### src/rtl/ring_pulse_generator_if.sv
// ---------------------------------------------------------------------------
// ring_pulse_generator_if
// Purpose : groups the control, handshake and status signals of the
//           ring_pulse_generator into one bundle.
// Signals :
//   enable         1 = run pulse generation, 0 = idle
//   set_valid      new pulse count offered
//   set_value[16]  requested pulses per window
//   set_ready      pending slot empty (offer accepted on set_valid && set_ready)
//   pulse_out      generated pulse train, one cycle high per pulse
//   window_start   high on the first cycle of each running window
//   active_value   pulse count applied to the current window (clamped)
//   clamped        active_value was limited to the per-window maximum
//   pulses_emitted pulses counted in the last completed window
// Modports: master drives the controls (test/host side), slave is the generator.
// ---------------------------------------------------------------------------
interface ring_pulse_generator_if;
   logic        enable;
   logic        set_valid;
   logic [15:0] set_value;
   logic        set_ready;
   logic        pulse_out;
   logic        window_start;
   logic [15:0] active_value;
   logic        clamped;
   logic [15:0] pulses_emitted;

   modport master (
      output enable, set_valid, set_value,
      input  set_ready, pulse_out, window_start, active_value, clamped, pulses_emitted
   );

   modport slave (
      input  enable, set_valid, set_value,
      output set_ready, pulse_out, window_start, active_value, clamped, pulses_emitted
   );
endinterface

### src/rtl/ring_pulse_generator.sv
// ---------------------------------------------------------------------------
// ring_pulse_generator
// Purpose : emits exactly active_value single-cycle pulses, evenly spread,
//           in every window of WINDOW clock cycles. A new count is loaded via
//           a valid/ready handshake and only takes effect at a window
//           boundary, so no window ever mixes two counts.
// Ports   :
//   clk    system clock, all logic on the rising edge
//   rst_n  synchronous active-low reset
//   bus    ring_pulse_generator_if.slave (controls, handshake, status)
// Spreading works like a phase accumulator: every cycle acc grows by N and
// a pulse is emitted whenever it crosses WINDOW. Seeding acc with N at the
// boundary makes the N-th crossing land exactly on the last cycle.
// ---------------------------------------------------------------------------
module ring_pulse_generator #(
   parameter int WINDOW = 100
) (
   input  logic                   clk,
   input  logic                   rst_n,
   ring_pulse_generator_if.slave  bus
);

   localparam int MAXP   = WINDOW / 2;
   localparam int WCNT_W = $clog2(WINDOW);
   localparam logic [WCNT_W-1:0] WLAST = WCNT_W'(WINDOW - 1);

   typedef enum logic {ST_IDLE, ST_RUN} state_t;

   // Limits a requested count so at least one low cycle separates pulses.
   function automatic logic [15:0] f_clamp(input logic [15:0] v);
      return (v > 16'(MAXP)) ? 16'(MAXP) : v;
   endfunction

   state_t              r_state;
   state_t              w_state_next;
   logic [WCNT_W-1:0]   r_wcnt;
   logic [15:0]         r_acc;
   logic [15:0]         r_pcnt;
   logic [15:0]         r_emitted;
   logic [15:0]         r_active;
   logic                r_clamped;
   logic                r_pulse;
   logic                r_wstart;
   logic [15:0]         r_pending;
   logic                r_pend_valid;

   logic                w_boundary;
   logic                w_wrap;
   logic                w_step;
   logic                w_stop;
   logic                w_accept;
   logic [16:0]         w_sum;
   logic                w_over;
   logic [15:0]         w_new_active;

   assign w_accept     = bus.set_valid && !r_pend_valid;
   assign w_sum        = 17'(r_acc) + 17'(r_active);
   assign w_over       = (w_sum >= 17'(WINDOW));
   assign w_new_active = r_pend_valid ? f_clamp(r_pending) : r_active;

   // State register
   always_ff @(posedge clk) begin
      if (!rst_n) r_state <= ST_IDLE;
      else        r_state <= w_state_next;
   end

   // Next state and per-edge event decode. Dropping enable wins over a
   // boundary, so the last cycle of a window can still abort it.
   always_comb begin
      w_state_next = r_state;
      w_boundary   = 1'b0;
      w_wrap       = 1'b0;
      w_step       = 1'b0;
      w_stop       = 1'b0;
      case (r_state)
         ST_IDLE: begin
            if (bus.enable) begin
               w_state_next = ST_RUN;
               w_boundary   = 1'b1;
            end
         end
         ST_RUN: begin
            if (!bus.enable) begin
               w_state_next = ST_IDLE;
               w_stop       = 1'b1;
            end else if (r_wcnt == WLAST) begin
               w_boundary = 1'b1;
               w_wrap     = 1'b1;
            end else begin
               w_step = 1'b1;
            end
         end
         default: w_state_next = ST_IDLE;
      endcase
   end

   // Datapath: window counter, accumulator, pulse counting and handshake
   always_ff @(posedge clk) begin
      if (!rst_n) begin
         r_wcnt       <= '0;
         r_acc        <= '0;
         r_pcnt       <= '0;
         r_emitted    <= '0;
         r_active     <= '0;
         r_clamped    <= 1'b0;
         r_pulse      <= 1'b0;
         r_wstart     <= 1'b0;
         r_pending    <= '0;
         r_pend_valid <= 1'b0;
      end else begin
         // An accept only happens with the slot empty, so it never collides
         // with the boundary clearing a full slot.
         if (w_accept) begin
            r_pending    <= bus.set_value;
            r_pend_valid <= 1'b1;
         end
         if (w_boundary) begin
            if (r_pend_valid) begin
               r_active     <= f_clamp(r_pending);
               r_clamped    <= (r_pending > 16'(MAXP));
               r_pend_valid <= 1'b0;
            end
            r_acc    <= w_new_active;
            r_wcnt   <= '0;
            r_pulse  <= 1'b0;
            r_wstart <= 1'b1;
            r_pcnt   <= '0;
            // The pulse on the final cycle is still in r_pulse here.
            if (w_wrap) r_emitted <= r_pcnt + 16'(r_pulse);
         end else if (w_step) begin
            r_wcnt   <= r_wcnt + WCNT_W'(1);
            r_wstart <= 1'b0;
            r_acc    <= w_over ? 16'(w_sum - 17'(WINDOW)) : 16'(w_sum);
            r_pulse  <= w_over;
            if (r_pulse) r_pcnt <= r_pcnt + 16'd1;
         end else if (w_stop) begin
            r_wcnt   <= '0;
            r_acc    <= '0;
            r_pcnt   <= '0;
            r_pulse  <= 1'b0;
            r_wstart <= 1'b0;
         end
      end
   end

   assign bus.set_ready      = !r_pend_valid;
   assign bus.pulse_out      = r_pulse;
   assign bus.window_start   = r_wstart;
   assign bus.active_value   = r_active;
   assign bus.clamped        = r_clamped;
   assign bus.pulses_emitted = r_emitted;

endmodule

### src/flat_wrapper.sv
// flat-port wrapper written by rule: the top's interface ports become plain ports
module ring_pulse_generator_flat 
#(
   parameter int WINDOW = 100
)
  (clk, rst_n, bus_enable, bus_set_valid, bus_set_value, bus_set_ready, bus_pulse_out, bus_window_start, bus_active_value, bus_clamped, bus_pulses_emitted);
  ring_pulse_generator_if bus_i ();
  input  logic clk;
  input  logic rst_n;
  input wire logic [$bits(bus_i.enable)-1:0] bus_enable;
  input wire logic [$bits(bus_i.set_valid)-1:0] bus_set_valid;
  input wire logic [$bits(bus_i.set_value)-1:0] bus_set_value;
  output wire logic [$bits(bus_i.set_ready)-1:0] bus_set_ready;
  output wire logic [$bits(bus_i.pulse_out)-1:0] bus_pulse_out;
  output wire logic [$bits(bus_i.window_start)-1:0] bus_window_start;
  output wire logic [$bits(bus_i.active_value)-1:0] bus_active_value;
  output wire logic [$bits(bus_i.clamped)-1:0] bus_clamped;
  output wire logic [$bits(bus_i.pulses_emitted)-1:0] bus_pulses_emitted;
  assign bus_i.enable = bus_enable;
  assign bus_i.set_valid = bus_set_valid;
  assign bus_i.set_value = bus_set_value;
  assign bus_set_ready = bus_i.set_ready;
  assign bus_pulse_out = bus_i.pulse_out;
  assign bus_window_start = bus_i.window_start;
  assign bus_active_value = bus_i.active_value;
  assign bus_clamped = bus_i.clamped;
  assign bus_pulses_emitted = bus_i.pulses_emitted;
  ring_pulse_generator #(.WINDOW(WINDOW)) u_core (.clk(clk), .rst_n(rst_n), .bus(bus_i));
endmodule
### config.mk
export PLATFORM = sky130hd
export DESIGN_NAME = ring_pulse_generator_flat
export DESIGN_NICKNAME = d
export VERILOG_FILES = /design/src/rtl/ring_pulse_generator_if.sv /design/src/rtl/ring_pulse_generator.sv /design/src/flat_wrapper.sv
export SDC_FILE = /design/constraint.sdc
export NUM_CORES = 1
export LEC_CHECK = 0
export ABC_CLOCK_PERIOD_IN_PS = 4800
export BUFFER_PORTS_ARGS = -buffer_cell sky130_fd_sc_hd__buf_4
export CAP_MARGIN = 10
export CORE_MARGIN = 5
export CORE_UTILIZATION = 55
export DETAILED_ROUTE_END_ITERATION = 7
export PLACE_DENSITY_LB_ADDON = 0.12
export RECOVER_POWER = 50
export SETUP_SLACK_MARGIN = 0.05
export SYNTH_ARGS = -nofsm -noshare
export SYNTH_HDL_FRONTEND = slang
export SYNTH_SLANG_ARGS = --single-unit
### constraint.sdc
create_clock -name clk -period 4.8 [get_ports clk]
set_input_delay 0.48 -clock clk [delete_from_list [all_inputs] [get_ports clk]]
set_output_delay 0.48 -clock clk [all_outputs]
set_load 0.01 [all_outputs]
==> flow_summary.ini <==
[clocking]
cts_made_buffers = 9
clock_path_buffers = 2
cts_hold_buf = 0
h-tree-depth = 3
cts_root_buffer = clkbuf_8
cts-resized-gates = 0
tritoncts_clock_tree = yes
clk_pin_slew_worst_paths_ns = 0.10
post_cts_buffers = 0
clock_insertion_delay_at_the_later_pin_of_the_skew_report_ns = 0.36
clock_sink_count = 92

[global_route]
grt.overflow.total = 0
grt_pass1_wl_um = 20300
grt_pass1_vias = 4344
global_route.usage.total_pct = 21.6
largest_net_degree_at_the_start_of_global_routing = 70
grt_antenna_before_repair = 0

[sta]
fin_hold_ws_ns = 0.332
slew_violations = 70
totalNegativeSetupSlack_ns = 0
finalCriticalPeriod_ns = 3.57
timing.final.setup_violations = 0
fmax_mhz = 280
layout_setup_ws_ns = 1.23
worstMarginPinSlew_ns = 2.59
finClkSkew_ns = 0.00749
finalHoldViolations = 0
post-route-period-util_pct = 74.4
unrepaired_setup_endpoints_after_global_routing = no
worst_slew_margin_relative_to_its_limit_pct = -72.8

[worst_setup_path]
worst-endpoint-required_ns = 5.10
setup.reg_to_reg.worst_slack_ns = 1.27
worst_setup_path_start_kind = input port
critical_path_class = in2reg
crit_chain = clkbuf_1 -> nand2_1 -> a21o_1 -> a21oi_1
slowest_delay_ns = 1.80
setup.worst_path.end_class = flip-flop
path_max_fanout = 69
cp_data_arrival_time_ns = 3.87
critical-path-slowest-cell = clkbuf_1

[logic_synthesis]
synthXorXnorAreaFrac_pct = 6.47
yosys.area.top_type_share_pct = 35.8
synth_seq_cells = 92
synth_fa_ha_area_share_pct = 5.74
yosys_warnings = 0
synthDistinctLibCells = 66
synth_top_cells_by_area = dfxtp_1, ha_1, nand2_1
cell_area_after_synthesis_sq_um = 5150
synthesis.nets = 653
muxShareOfSynthArea_pct = 0.778
synth_compound_gate_area_share_pct = 25.4
synth_simple_gate_area_share_pct = 22.4
post_synth_inst_count = 610
synth_top_family_by_area = compound AO/OA/AOI/OAI gates
synthArstFlopShare_pct = 0
synthesis.area_per_instance_sq_um = 8.44
synth.yosys.seq_area_share_pct = 35.8
synth_enable_flop_cells = 0
post-synth-top-area-cell = dfxtp_1
ys.flop_type = dfxtp_1

[power_and_ir_drop]
ir_drop_v = 0.000145
power.sequential.fraction_pct = 50.6
fraction_of_power_spent_switching_nets_pct = 29.4
power.net_switching_mw = 0.467
power_density_nw_per_um2 = 282
power_frac_clock_pct = 34.6
power.leakage_nw = 2.34
internal-power_mw = 1.12
combinationalPowerShare_pct = 14.8
finalPower_mw = 1.59

[floorplan]
placeable_core_area_sq_um = 9200
die_footprint_sq_um = 11400
row_count = 35
top_level_ports = 56
die-width_um = 107
die_height_um = 107
initial_utilization_pct = 56.0

[placement]
numPlacedInstances = 744
preCtsSetupSlack_ns = 1.36
place.port_buffers = 55
place_hpwl_um = 8620
rd_place_congestion = 0.882

[finish]
layout_commonest_cell = dfxtp_1
antenna_cells = 0
finalNonFillerCells = 759
final_cell_mix = dfxtp_1, nand2_1, nor2_1
fillCellCount = 867
area_growth_pct = 9.46
drive_gt1_share_pct = 8.80
nNetsFinal = 687

[route]
drt_drc_violations_left = 0
dr.pass1.iters = 5
dr_total_vias = 4516
route.detailed.wl_per_inst_um = 16.1
detail_route.wirelength_um = 12200
drt-initial-drc-count = 289
ant_nets = 0
detail_route.vias_per_cell = 5.95

[min_path]
path_category_of_the_worst_min_delay_check = in2reg

[status]
violations_in_the_final_reports = capacitance limit, slew limit
run_status = finished, violations left

[job]
maximum_capacitance_violations = 1
## power by group through the flow
stage	logic (mW)	registers [mW]	clock network (mW)
CTS	0.235	0.802	0.556
detailed placement	0.233	0.820	0
floorplan	0.180	0.814	0
global route	0.259	0.806	0.583
global placement	0.230	0.819	0
finish	0.234	0.803	0.549
## per-stage QoR
step | instance area, sq um | util [%]
after floorplan | 5150 | -
after global placement | 5570 | 60.6
after detailed placement | 5570 | 60.6
after CTS | 5770 | 62.8
after global routing | 5630 | 61.3
final | 5630 | 61.3
## critical path, delay by kind of cell
kind / cells / cell delay [ns]
compound gates: 2 / 0.76
buf+inv: 1 / 1.80
simple gates: 1 / 0.79
## sequential cells by signal, indices dropped and copies added (netlist names)
register and cells:
u_core.r_pending 16, u_core.bus.pulses_emitted 16, u_core.r_state 1, u_core.r_pcnt 16, u_core.bus.pulse_out 1, u_core.r_acc 16
u_core.bus.window_start 1, u_core.bus.active_value 16, u_core.r_pend_valid 1, u_core.r_wcnt 7, u_core.bus.clamped 1
## metal layers
metal	GRT usage, %	vias to the layer above	wire length, um
met2	35.1	90	5630
met5	0	-	0
li1	-	2277	-
met3	3.25	14	489
met4	7.31	0	182
met1	29.5	2135	5880
## cell usage after synthesis, drive strengths merged, types with 12 or more instances
library cell / instances
o21ai: 33
nand4: 12
clkbuf: 32
ha: 22
nand3: 21
a21boi: 19
xnor2: 15
a21oi: 42
o211a: 14
nand2: 73
xor2: 23
nor2: 51
and3: 16
or3: 12
dfxtp: 92
## area by class of cell
| class | count | area (sq um) | area share (%) |
|---|---|---|---|
| multi-input combinational | 476 | 3130 | 55.6 |
| sequential | 92 | 1840 | 32.7 |
| timing repair buffer | 58 | 297 | 5.26 |
| tap | 111 | 139 | 2.47 |
| clock buffer | 9 | 124 | 2.20 |
| clock inverter | 6 | 76.3 | 1.35 |
| inverter | 7 | 26.3 | 0.466 |
## logic make-up after synthesis
kind of cell / after synthesis
AO/OA/AOI/OAI: 180
adder cells (fa/ha/maj): 23
AND/OR/NAND/NOR: 231
XOR/XNOR: 38
buffers and inverters: 42
flip-flops: 92
multiplexers: 4
## worst paths after layout
| path | start | end | depth (start not counted) |
|---|---|---|---|
| worst max register to register | u_core.bus.active_value[0]$_SDFFE_PN0P_ | u_core.r_acc[11]$_SDFFE_PN0P_ | 11 |
| worst min-delay path | bus_set_valid | u_core.r_pend_valid$_SDFF_PN0_ | 2 |
| worst min register to register | u_core.r_wcnt[6]$_SDFFE_PP0P_ | u_core.r_wcnt[6]$_SDFFE_PP0P_ | 1 |
| worst max-delay path | rst_n | u_core.r_pcnt[12]$_SDFFE_PP0P_ | 4 |
Power figures use the tool's default switching activity.
